[src/rtl/uart_rx_deser.sv]
`default_nettype none
// ============================================================================
// Module   : uart_rx_deser
// Purpose  : UART receiver. Synchronises the asynchronous rx pin, detects
//            start bits and samples each bit at mid-period (LSB first). It
//            presents each byte through a single-entry ready/valid output
//            register. A byte that has a framing, parity or overrun error is
//            dropped, and the error is reported as a one-cycle pulse.
// Revision : 1.0 - initial release
// ----------------------------------------------------------------------------
// Parameters
//   datawidth_p     data bits per frame
//   clks_per_bit_p  clk_i cycles per bit period (>= 4)
// Ports
//   clk_i           clock
//   rst_i           asynchronous active-high reset
//   rx_serial_i     UART line, idle high, asynchronous to clk_i
//   rx_data_o       received byte, stable while rx_valid_o is high
//   rx_valid_o      byte available
//   rx_ready_i      consumer accepts the byte when high together with valid
//   frame_err_o     pulse: stop bit sampled low
//   overrun_err_o   pulse: byte completed while output register still full
//   parity_err_o    pulse: even-parity mismatch (0 when parity compiled out)
//   busy_o          receiver is inside a frame
// Build option
//   UART_RX_PARITY_EN  when defined, one even-parity bit follows the data bits
// ============================================================================
module uart_rx_deser #(
  parameter int datawidth_p    = 8,
  parameter int clks_per_bit_p = 868
) (
  input  logic                   clk_i,
  input  logic                   rst_i,
  input  logic                   rx_serial_i,
  output logic [datawidth_p-1:0] rx_data_o,
  output logic                   rx_valid_o,
  input  logic                   rx_ready_i,
  output logic                   frame_err_o,
  output logic                   overrun_err_o,
  output logic                   parity_err_o,
  output logic                   busy_o
);

  localparam int CNT_W = $clog2(clks_per_bit_p);
  localparam int IDX_W = (datawidth_p > 1) ? $clog2(datawidth_p) : 1;
  localparam logic [CNT_W-1:0] HALF_CNT = CNT_W'((clks_per_bit_p - 1) / 2);
  localparam logic [CNT_W-1:0] LAST_CNT = CNT_W'(clks_per_bit_p - 1);
  localparam logic [IDX_W-1:0] LAST_IDX = IDX_W'(datawidth_p - 1);

  typedef enum logic [2:0] {
    StIdle,
    StStart,
    StData,
`ifdef UART_RX_PARITY_EN
    StParity,
`endif
    StStop
  } state_t;

  state_t                 state, state_d;
  logic [CNT_W-1:0]       clk_cnt, clk_cnt_d;
  logic [IDX_W-1:0]       bit_idx, bit_idx_d;
  logic [datawidth_p-1:0] shift, shift_d;
  logic [datawidth_p:0]   shift_in;
  logic                   sync1, sync2, prev, falling;
  logic [1:0]             warm;
  logic                   load, frame_err_d, overrun_err_d, parity_err_d;
  logic                   parity_bad, out_free;
`ifdef UART_RX_PARITY_EN
  logic                   par_bit, par_bit_d;
`endif

  // Synchroniser flops reset to idle (high). The warm-up shifter keeps
  // prev low until sync2 carries a genuine pin sample. A line that is
  // already low at reset release therefore never looks like a falling edge.
  always_ff @(posedge clk_i or posedge rst_i) begin
    if (rst_i) begin
      sync1 <= 1'b1;
      sync2 <= 1'b1;
      prev  <= 1'b0;
      warm  <= 2'b00;
    end else begin
      sync1 <= rx_serial_i;
      sync2 <= sync1;
      warm  <= {warm[0], 1'b1};
      prev  <= sync2 & warm[1];
    end
  end

  assign falling  = prev & ~sync2;
  // New bits enter at the MSB, so after datawidth_p samples the first bit
  // (the LSB on the wire) sits in bit 0.
  assign shift_in = {sync2, shift};
  assign out_free = ~rx_valid_o | rx_ready_i;
`ifdef UART_RX_PARITY_EN
  assign parity_bad = ^{shift, par_bit};
`else
  assign parity_bad = 1'b0;
`endif

  always_ff @(posedge clk_i or posedge rst_i) begin
    if (rst_i) begin
      state   <= StIdle;
      clk_cnt <= '0;
      bit_idx <= '0;
      shift   <= '0;
`ifdef UART_RX_PARITY_EN
      par_bit <= 1'b0;
`endif
    end else begin
      state   <= state_d;
      clk_cnt <= clk_cnt_d;
      bit_idx <= bit_idx_d;
      shift   <= shift_d;
`ifdef UART_RX_PARITY_EN
      par_bit <= par_bit_d;
`endif
    end
  end

  always_comb begin
    state_d       = state;
    clk_cnt_d     = clk_cnt;
    bit_idx_d     = bit_idx;
    shift_d       = shift;
`ifdef UART_RX_PARITY_EN
    par_bit_d     = par_bit;
`endif
    load          = 1'b0;
    frame_err_d   = 1'b0;
    overrun_err_d = 1'b0;
    parity_err_d  = 1'b0;
    case (state)
      StIdle: begin
        if (falling) begin
          clk_cnt_d = '0;
          bit_idx_d = '0;
          state_d   = StStart;
        end
      end
      StStart: begin
        if (clk_cnt == HALF_CNT) begin
          clk_cnt_d = '0;
          // If the line is high again at mid-start, treat it as a glitch.
          state_d   = sync2 ? StIdle : StData;
        end else begin
          clk_cnt_d = clk_cnt + CNT_W'(1);
        end
      end
      StData: begin
        if (clk_cnt == LAST_CNT) begin
          clk_cnt_d = '0;
          shift_d   = shift_in[datawidth_p:1];
          bit_idx_d = bit_idx + IDX_W'(1);
          if (bit_idx == LAST_IDX) begin
`ifdef UART_RX_PARITY_EN
            state_d = StParity;
`else
            state_d = StStop;
`endif
          end
        end else begin
          clk_cnt_d = clk_cnt + CNT_W'(1);
        end
      end
`ifdef UART_RX_PARITY_EN
      StParity: begin
        if (clk_cnt == LAST_CNT) begin
          clk_cnt_d = '0;
          par_bit_d = sync2;
          state_d   = StStop;
        end else begin
          clk_cnt_d = clk_cnt + CNT_W'(1);
        end
      end
`endif
      StStop: begin
        if (clk_cnt == LAST_CNT) begin
          // Leave mid-stop-bit so a back-to-back start edge is not missed.
          clk_cnt_d = '0;
          state_d   = StIdle;
          if (!sync2)         frame_err_d   = 1'b1;
          else if (parity_bad) parity_err_d  = 1'b1;
          else if (out_free)   load          = 1'b1;
          else                 overrun_err_d = 1'b1;
        end else begin
          clk_cnt_d = clk_cnt + CNT_W'(1);
        end
      end
      default: state_d = StIdle;
    endcase
  end

  // Single-entry output register. A load in the same cycle as a handshake
  // keeps valid high with the new byte.
  always_ff @(posedge clk_i or posedge rst_i) begin
    if (rst_i) begin
      rx_data_o     <= '0;
      rx_valid_o    <= 1'b0;
      frame_err_o   <= 1'b0;
      overrun_err_o <= 1'b0;
      parity_err_o  <= 1'b0;
    end else begin
      frame_err_o   <= frame_err_d;
      overrun_err_o <= overrun_err_d;
      parity_err_o  <= parity_err_d;
      if (load) begin
        rx_data_o  <= shift;
        rx_valid_o <= 1'b1;
      end else if (rx_valid_o && rx_ready_i) begin
        rx_valid_o <= 1'b0;
      end
    end
  end

  assign busy_o = (state != StIdle);

endmodule
`default_nettype wire

[config.mk]
export PLATFORM = sky130hd
export DESIGN_NAME = uart_rx_deser
export DESIGN_NICKNAME = d
export VERILOG_FILES = /design/src/rtl/uart_rx_deser.sv
export SDC_FILE = /design/constraint.sdc
export NUM_CORES = 1
export LEC_CHECK = 0
export ABC_AREA = 1
export BUFFER_PORTS_ARGS = -buffer_cell sky130_fd_sc_hd__buf_2
export CAP_MARGIN = 20
export CELL_PAD_IN_SITES_DETAIL_PLACEMENT = 1
export CELL_PAD_IN_SITES_GLOBAL_PLACEMENT = 1
export CORE_ASPECT_RATIO = 1.25
export CORE_UTILIZATION = 44
export DETAILED_ROUTE_END_ITERATION = 10
export PLACE_DENSITY = 0.87
export SYNTH_ARGS = -nofsm -noshare
export SYNTH_HDL_FRONTEND = slang
export SYNTH_SLANG_ARGS = --single-unit
[constraint.sdc]
create_clock -name clk_i -period 1.8 [get_ports clk_i]
set_input_delay 0.36 -clock clk_i [delete_from_list [all_inputs] [get_ports clk_i]]
set_output_delay 0.36 -clock clk_i [all_outputs]
set_load 0.005 [all_outputs]
* Word-level counts from Yosys, hierarchy flattened
Cells that the tools add are included.
Cells by class: add/sub/neg operators 2, equal/unequal tests 11, mux-type cells 27, bitwise logic cells 5, reductions and logical operators 11
Operator list (count):
- two-way mux 10 bit | 3
- one-hot mux 10 bit (3 select lines) | 1
- two-way mux 3 bit | 7
- two-way mux 1 bit | 13
- one-hot mux 3 bit (4 select lines) | 1
- adder 10 x 1 -> 10 bit, second input constant | 1
- == test 10 bit, second input constant | 1
- == test 10 x 9 -> 1 bit, second input constant | 1
- inequality test 2 bit, second input constant | 5
- == test 3 x 2 -> 1 bit, second input constant | 2
- one-hot mux 3 bit (2 select lines) | 1
- nonzero test 3 bit | 2
- AND reduction 5 bit | 1
- AND reduction 2 bit | 2
- nonzero test 2 bit | 2
- adder 3 x 1 -> 3 bit, second input constant | 1
- == test 3 x 1 -> 1 bit, second input constant | 1
- == test 3 bit, second input constant | 1
- zero test 3 bit | 1
- AND reduction 3 bit | 1
- bitwise AND 1 bit | 2
- two-way mux 2 bit | 1
- NOT 1 bit | 2
- OR reduction 2 bit | 1
- other kinds (2) | 2
Word-level totals: register bits after elaboration 40, input port bits 4, output and inout port bits 13, word-level logic and storage cells 68

* Logic depth before layout (Yosys ltp)
depth after elaboration 7, gate-level depth with buffers 9, gate-level depth less buffers 9

* Worst setup path before layout
Ideal clock, no wire load.
kind flip-flop to flip-flop, from register clk_cnt[0], to register rx_data_o[0], setup time 0.117 ns, arrival 1.348 ns, data required time 1.683 ns, path slack 0.335 ns, stages on the path, launching flop included 10, path buffers 1, clock period less this slack 1.465 ns, cell sequence dfrtp_1 ha_1 nand2_1 nor3_2 nand2_2 inv_4 nand3_4 buf_6 nand2_1 o21ai_2
On the way: word-level cells in the longest chain between the ends 3
Ends and longest elaborated chain:
- from (decl) | RTL line 61 | logic [CNT_W-1:0] clk_cnt, clk_cnt_d;
- from (signal assigned) | RTL line 112 | clk_cnt <= clk_cnt_d;
- == test 10 bit | RTL line 178 | if (clk_cnt == LAST_CNT) begin
- two-way mux 1 bit | RTL line 178
- two-way mux 1 bit | RTL line 133 | case (state)
- to (signal assigned) | RTL line 208 | rx_data_o <= shift;
- to (decl) | RTL line 35 | output logic [datawidth_p-1:0] rx_data_o,
Every way passes these cells. A chain may end at the register's enable or synchronous reset.

* Worst setup path in the final report
from register clk_cnt[0], to register clk_cnt[4]
On the way: word-level cells in the longest chain between the ends 3, elaborated cells on any way between the ends 6, those cells by class add/sub (1); eq/ne (2); mux (3)
Ends and longest elaborated chain (RTL line):
- adder 10 x 1 -> 10 bit, or another cell as far along | 147, 163, 187
- two-way mux 10 bit, on equally long branches | 151, 178, 142
- one-hot mux 10 bit (3 select lines) (*) | 133
Mark *: on every way between the ends. The rest lies on a longest branch, timed or not.

==> metrics <==
DP Area 0.00197 mm²; CP arrival 1.88 ns; H-Tree Depth 2; full die area 0.00446 mm²; worst endpoint required time 2.04 ns; PwrDens 1120 mW/mm²; post_cts resized 0; cts bufs inserted 5; worst relative slew slack 0.639; initial core utilization 0.472; Pre-antenna DRT Iters 6; number of diodes 0; Syn Nets 225; maximum VDD drop 0.000542 V; CP most frequent cell nand2_1; DRT iter0 DRCs 61; worst-path maximum fanout 8; Most used DFF post-synth dfrtp_1; worst hold path class in2async; dpl cells 283; Total Routed Length 4180 µm; antenna-violating nets left 0; Bufs and invs on worst path 1; layout cells sized above 1 0.181; most frequent cells in the layout nand2_1, dfrtp_1, inv_1, buf_2, nand3_1; Cell variety after synth 27; FFs w/ async S/R, synth 1.00; Slew @ Worst Pin 0.539 ns; Clk Latency, worst-skew pair 0.29 ns; initial antenna violation count 0; Syn Area/Cell 8.50 µm²; number of max-cap violations 0; post-synthesis sequential area ratio 0.530; DR WL/cell 14.3 µm; endpoints failing hold 0; design area 0.00212 mm²; Crit Path Class reg2reg; delay-heaviest family, CP flip-flops; Startpoint Class register; largest net degree at the start of global routing 40; Die X 59.9 µm; total number of vias 1471; I/O Pins 17; Syn Inst Count 217; Die Ht 74.4 µm; crit-path max cell delay 0.44 ns; fin crit share 0.910; hold buffer count at cts 0; CTS max path bufs 2; Synthesis Warnings 0; clock root cell clkbuf_8; Port Buffers 15; Pleak 1.11 nW; gr usage total 0.203; Final Critical Period 1.64 ns; vias in the first global route 1497; endpoint class of the critical path register; Fmax 0.610 GHz; grt total ovfl 0; crit path max-delay cell type dfrtp_2; # clock sinks 39; row count 25; Hold Worst Slack 0.168 ns; gpl congestion 0.813; setup slack at placement 0.0867 ns; area of the core 0.00391 mm²; CTS tree done; non-filler cells, final 292; first-pass GRT wire length 6630 µm; Sum Neg Setup Slack 0 ns; Final Max Slew Viols 0; commonest non-fill, non-tap cell in the layout nand2_1; Clock transition at path regs 0.08 ns; flop and latch count out of synthesis 39; Cell Area, Synth 0.00185 mm²; post-route setup slack 0.162 ns; DRC Markers 0; fin nets 245; DR vias/cell 5.04; status finished, final reports clean; Final Setup Violations 0; Area Overhead vs Synth 14.7%; Post-synth EDFFs 0; clk_skew 0.00933 ns; HPWL after DPL 2730 µm; crit-path cells ha_1, nand2_1, nor3_2, nand2_2, inv_4, o21ai_2, nand2_1, nand2_1; setup bufs post-CTS 0
==> worst register-to-register path: stages, from the launching register on <==
cell and delay [ns]:
dfrtp_2 0.44, ha_1 0.24, nand2_1 0.08, nor3_2 0.05, nand2_2 0.14, inv_4 0.10, o21ai_2 0.36, nand2_1 0.10
nand2_1 0.07
==> power by group <==
group / total, W / internal (W) / switching (W)
sequential: 0.00106 / 0.000958 / 0.000100
combinational: 0.000556 / 0.000172 / 0.000384
clock: 0.000751 / 0.000448 / 0.000303
==> cell type report <==
type / instances / area, µm²
tap: 54 / 67.6
clock buffer: 6 / 82.6
timing repair buffer: 16 / 82.6
inverter: 34 / 130
fill: 471 / 1790
multi-input combinational: 141 / 739
sequential: 39 / 980
clock inverter: 2 / 35.0
==> sequential cells by signal, indices dropped and copies added, names as in the netlist <==
signal	count
bit_idx	3
clk_cnt	10
frame_err_o	1
overrun_err_o	1
prev	1
rx_data_o	8
rx_valid_o	1
shift	8
state	2
sync1	1
sync2	1
warm	2
==> through the flow <==
| stage | power (W) | util |
|---|---|---|
| 6_report | 0.00237 | 0.541 |
| 5_1_grt | 0.00252 | 0.541 |
| 4_1_cts | 0.00238 | 0.533 |
| 3_5_place_dp | 0.00162 | 0.503 |
| 3_3_place_gp | 0.00159 | 0.503 |
| 2_1_floorplan | 0.00145 | - |
==> kinds of logic after synthesis <==
kind of cell	Yosys count	synth area share
xor gates and xnor gates	4	0.0190
buffers and inverters	38	0.0861
DFF	39	0.530
adders and majority gates	4	0.0271
and+or+nand+nor	105	0.244
other	2	0.00407
AOI/OAI and AO/OA	25	0.0895
==> metal layers <==
| metal | routed length [µm] | part of all wire | vias up | global-route usage |
|---|---|---|---|---|
| met2 | 2230 | 0.53 | 18 | 0.369 |
| met4 | 172 | 0.041 | 0 | 0.0853 |
| li1 | - | - | 713 | - |
| met5 | 0 | 0 | - | 0 |
| met3 | 78 | 0.019 | 15 | 0.0365 |
| met1 | 1700 | 0.41 | 725 | 0.230 |
==> worst paths after layout <==
path                            cells past startpoint    endpoint  slack [ns]        start
worst max-delay path                                8  clk_cnt[4]        0.16   clk_cnt[0]
worst min-delay path                                3  clk_cnt[6]        0.17        rst_i
worst max register to register                      8  clk_cnt[4]        0.16   clk_cnt[0]
worst min register to register                      0       sync2        0.36        sync1
max in group asynchronous                           3  clk_cnt[0]        1.25        rst_i
min in group clk_i                                  1       sync1        0.17  rx_serial_i
==> synth_stat cells (3+ instances only) <==
master,n,area share
nand2_1,71,0.14
dfrtp_1,37,0.50
inv_1,33,0.067
nand3_1,14,0.038
nor2_1,9,0.018
o21ai_1,9,0.024
o21ai_2,9,0.043
ha_1,4,0.027
nor3_1,3,0.0081
o21ai_0,3,0.0081
xor2_1,3,0.014
(Power assumes the default switching activity.)
